`src/rtl/div_recon_mul.sv`:
```
`timescale 1ns/1ps
// Rebuilds x_rec = q*y + r with a shift-add multiplier and reports x_ref - x_rec.
// Optional error statistics under DIV_RECON_ERROR_STATS_EN.
module div_recon_mul #(
  parameter int W     = 8,
  parameter int CNT_W = 16
) (
  input  logic             clk,
  input  logic             rst_n,
  input  logic             in_valid,
  output logic             in_ready,
  input  logic [W-1:0]     q,
  input  logic [W-1:0]     y,
  input  logic [W-1:0]     r,
  input  logic [2*W-1:0]   x_ref,
  output logic             out_valid,
  input  logic             out_ready,
  output logic [2*W-1:0]   x_rec,
  output logic [2*W:0]     err,
  input  logic             stats_clr,
  output logic [CNT_W-1:0] err_cnt,
  output logic [2*W:0]     err_max
);

  localparam int IW = (W > 1) ? $clog2(W) : 1;

  typedef enum logic [1:0] {
    IDLE,
    MUL,
    DONE
  } state_t;

  state_t         state_q, state_d;
  logic [W-1:0]   q_q, q_d;
  logic [W-1:0]   y_q, y_d;
  logic [2*W-1:0] xref_q, xref_d;
  logic [2*W-1:0] acc_q, acc_d;
  logic [2*W-1:0] xrec_q, xrec_d;
  logic [2*W:0]   err_q, err_d;
  logic [IW-1:0]  idx_q, idx_d;
  logic [2*W-1:0] addend;

  always_comb begin
    state_d = state_q;
    q_d     = q_q;
    y_d     = y_q;
    xref_d  = xref_q;
    acc_d   = acc_q;
    xrec_d  = xrec_q;
    err_d   = err_q;
    idx_d   = idx_q;
    addend  = '0;
    unique case (state_q)
      IDLE: begin
        if (in_valid) begin
          q_d     = q;
          y_d     = y;
          xref_d  = x_ref;
          acc_d   = {{W{1'b0}}, r};
          idx_d   = '0;
          state_d = MUL;
        end
      end
      MUL: begin
        if (q_q[idx_q]) begin
          addend = {{W{1'b0}}, y_q} << idx_q;
        end
        acc_d = acc_q + addend;
        idx_d = idx_q + IW'(1);
        // Last partial product: publish result on the same edge
        if (idx_q == IW'(W - 1)) begin
          state_d = DONE;
          xrec_d  = acc_d;
          err_d   = {1'b0, xref_q} - {1'b0, acc_d};
        end
      end
      DONE: begin
        if (out_ready) begin
          state_d = IDLE;
        end
      end
      default: state_d = IDLE;
    endcase
  end

  always_ff @(posedge clk or negedge rst_n) begin
    if (!rst_n) begin
      state_q <= IDLE;
      q_q     <= '0;
      y_q     <= '0;
      xref_q  <= '0;
      acc_q   <= '0;
      xrec_q  <= '0;
      err_q   <= '0;
      idx_q   <= '0;
    end else begin
      state_q <= state_d;
      q_q     <= q_d;
      y_q     <= y_d;
      xref_q  <= xref_d;
      acc_q   <= acc_d;
      xrec_q  <= xrec_d;
      err_q   <= err_d;
      idx_q   <= idx_d;
    end
  end

  assign in_ready  = (state_q == IDLE);
  assign out_valid = (state_q == DONE);
  assign x_rec     = xrec_q;
  assign err       = err_q;

`ifdef DIV_RECON_ERROR_STATS_EN
  logic [CNT_W-1:0] cnt_q, cnt_d;
  logic [2*W:0]     max_q, max_d;
  logic [2*W:0]     err_abs;

  always_comb begin
    cnt_d   = cnt_q;
    max_d   = max_q;
    err_abs = err_q[2*W] ? (~err_q + (2*W+1)'(1)) : err_q;
    if (stats_clr) begin
      cnt_d = '0;
      max_d = '0;
    end else if (out_valid && out_ready) begin
      if ((err_q != '0) && (cnt_q != '1)) begin
        cnt_d = cnt_q + CNT_W'(1);
      end
      if (err_abs > max_q) begin
        max_d = err_abs;
      end
    end
  end

  always_ff @(posedge clk or negedge rst_n) begin
    if (!rst_n) begin
      cnt_q <= '0;
      max_q <= '0;
    end else begin
      cnt_q <= cnt_d;
      max_q <= max_d;
    end
  end

  assign err_cnt = cnt_q;
  assign err_max = max_q;
`else
  logic unused_stats_clr;
  assign unused_stats_clr = stats_clr;
  assign err_cnt = '0;
  assign err_max = '0;
`endif

endmodule

```
`config.mk`:
```
export PLATFORM = sky130hd
export DESIGN_NAME = div_recon_mul
export DESIGN_NICKNAME = d
export VERILOG_FILES = /design/src/rtl/div_recon_mul.sv
export SDC_FILE = /design/constraint.sdc
export NUM_CORES = 1
export LEC_CHECK = 0
export CORE_ASPECT_RATIO = 0.9
export CORE_MARGIN = 10
export CORE_UTILIZATION = 30
export CTS_CLUSTER_SIZE = 30
export DETAILED_ROUTE_END_ITERATION = 6
export PLACE_DENSITY = 0.59
export SLEW_MARGIN = 10
export SYNTH_ARGS = -nofsm -noshare
export SYNTH_HDL_FRONTEND = slang
export SYNTH_SLANG_ARGS = --single-unit
```
`constraint.sdc`:
```
create_clock -name clk -period 5.54 [get_ports clk]
set_clock_uncertainty 0.2 [all_clocks]
set_input_delay 0.554 -clock clk [delete_from_list [all_inputs] [get_ports clk]]
set_output_delay 0.554 -clock clk [all_outputs]
set_load 0.01 [all_outputs]
```
==> flow_metrics.tcl <==
set metrics [dict create \
    cts_buffer_depth 2 \
    worstSetupPathType "reg -> reg" \
    wire_per_inst_um 15.83 \
    syn_inst 571 \
    path_clk_slew_ps 70 \
    dr.pass1.iters 4 \
    synth_edf_count 0 \
    tritoncts "yes" \
    synth_warnings 0 \
    slew_headroom_pct 34.88 \
    mostFrequentLayoutCells "86 x dfrtp_1, 77 x clkdlybuf4s50_1, 63 x nand2_1" \
    cts_num_sinks 86 \
    root_buffer "clkbuf_16" \
    routed_wl_mm 14.04 \
    viasPerCell 4.833 \
    drt-initial-drc-count 249 \
    synthMuxAreaShare_pct 9.210 \
    final_cells 887 \
    gp_congestion 0.8519 \
    yosys.cell_types.count 67 \
    async_flop_share_pct 100.0 \
    finalCriticalPeriod_ps 5152 \
    status "finished clean" \
    grt_pass1_wl_mm 22.68 \
    synth_sequential_area_ratio_pct 39.60 \
    slowest_stage "mux4_2" \
    synth-adder-area-share_pct 6.885 \
    rows 46 \
    dpl.hpwl_mm 10.67 \
    cts_buffers 9 \
    setup_violations 0 \
    die_w_um 161.9 \
    netlist_area_um2 5434 \
    num_antenna_cells 0 \
    final_nets 714 \
    grt_pass1_vias 4328 \
    placed_area_um2 6357 \
    synth_area_per_cell_um2 9.517 \
    io_buffers 78 \
    synth_top_family_by_area "compound AO/OA/AOI/OAI gates" \
    route.detailed.drc 0 \
    synthTopCellsByArea "dfrtp_1 40%, mux2_2 7.5%, ha_1 5.8%, buf_4 4.7%, o21ai_0 4.6%" \
    startpoint_type "flop" \
    crit_path_max_fanout 5 \
    post_route_cells_drive_above_1_share_pct 14.22 \
    max_clock_freq_mhz 194.1 \
    hold_violations 0 \
    hold_class "reg -> reg" \
    synth-simple-area-share_pct 13.35 \
    yosys.area.top_type_share_pct 39.60 \
    finalCritPeriodShare_pct 92.99 \
    layout_commonest_cell "dfrtp_1" \
    placed_cells 869 \
    antenna_found_initial 0 \
    core_um2 17730 \
    worstMarginPinSlew_ps 976.8 \
    synthToLayoutAreaGrowth_pct 23.72 \
    start_util_pct 30.65 \
    via_count 4287 \
    endpoint_kind "flop" \
    fin_tns_setup_ps 0 \
    maxCapViolCount 0 \
    path_cells "mux4_2, nand2_1, nor2_1, ha_1, fa_1, a21o_1, a21oi_1, xor2_1, ha_1, o21ai_0, o21bai_1, a21oi_1, a21boi_2, o221ai_1, a221o_1, a222oi_1, nor3_2, a2111oi_1, nand2b_1" \
    ant_nets 0 \
    rsz0062_at_grt "false" \
    worstPathArrival_ps 5240 \
    die_area_um2 23900 \
    cp.required_ps 5630 \
    die_h_um 147.7 \
    io_pins 113 \
    synth-seq-cells 86 \
    grt_start_max_net_pins 49 \
    path_buf_inv 0 \
    hold_slack_ps 281.2 \
    synth-xor-area-share_pct 4.191 \
    fin_area_um2 6723 \
    synth-compound-area-share_pct 18.86 \
    drv_slew 0 \
    critical_path.top_delay_family "compound AO/OA/AOI/OAI gates" \
    grt.total_usage_pct 11.64 \
    synth_ff_type "dfrtp_1" \
    clk_latency_ps 350 \
    slowest_delay_ps 520 \
    overflow 0 \
    synth_area_leader_cell "dfrtp_1" \
    cts_htree_levels 3 \
]
-- logic make-up (layout without fill, tap and decap cells) --
kind of cell	count (synthesis)	count (layout)
compound gates	153	153
xor+xnor	26	26
mux	43	43
other cells	1	33
fa+ha+maj	29	29
simple gates	156	156
buf+inv	77	121
flops	86	86
-- synthesized netlist by cell type (all sizes together), types with 9 or more instances --
library cell / n
xnor2: 18
a211oi: 9
inv: 11
nand2: 64
nor3: 12
a21oi: 22
nor2: 36
mux2: 36
clkbuf: 29
o21ai: 50
buf: 37
ha: 25
o22ai: 9
dfrtp: 86
-- final cells by class --
cell class | instances | area (um2)
fillers | 1831 | 11000
multi-input cells | 440 | 2999
flip-flops and latches | 86 | 2152
repair buffers | 94 | 900.9
well taps | 240 | 300.3
clock buffers | 9 | 225.2
clock inverters | 7 | 103.9
inverters | 11 | 41.29
-- final timing paths --
kind	start	slack, ps	end	cells after the start
worst max-delay path	idx_q[0]	390	err[16]	19
worst min-delay path	err[7]	280	err[7]	2
worst max register to register	idx_q[0]	390	err[16]	19
worst min register to register	err[7]	280	err[7]	2
max in group asynchronous	rst_n	3590	acc_q[4]	3
min in group asynchronous	rst_n	520	x_rec[3]	2
-- metal layers --
layer	vias to the layer above	GRT usage [%]	wire (um)
met5	-	0	0
met1	2062	14.26	6463
met2	97	19.07	6592
met4	0	2.545	103
met3	9	4.303	882
li1	2119	-	-
-- tightest hold or removal path: stages (launching register included) --
cell and delay (ps):
dfrtp_1 340, nand2_1 50, o21ai_0 60
-- stage by stage --
step           setup slack (ps)  utilization, %
6_report                  388.3           37.92
3_3_place_gp              275.9           35.86
3_5_place_dp              267.0           35.86
4_1_cts                   238.4           37.78
5_1_grt                   7.849           37.92
2_1_floorplan             500.3               -
-- repair_timing --
item / 4_1_cts / 5_1_grt
resized for setup: 0 / 7
setup buffers: 0 / 1
hold buffers: 1 / 0
endpoints found under the hold margin: 9 / 0
endpoints found under the setup margin: 0 / 2
-- state kept, by name (all words and copies together) (netlist names) --
signal	count
err	17
state_q	2
y_q	8
x_rec	16
acc_q	16
xref_q	16
idx_q	3
q_q	8
Power is left out: the tool's default activity adds up to more than one toggle a clock period on the data nets, which glitch-free logic cannot reach.
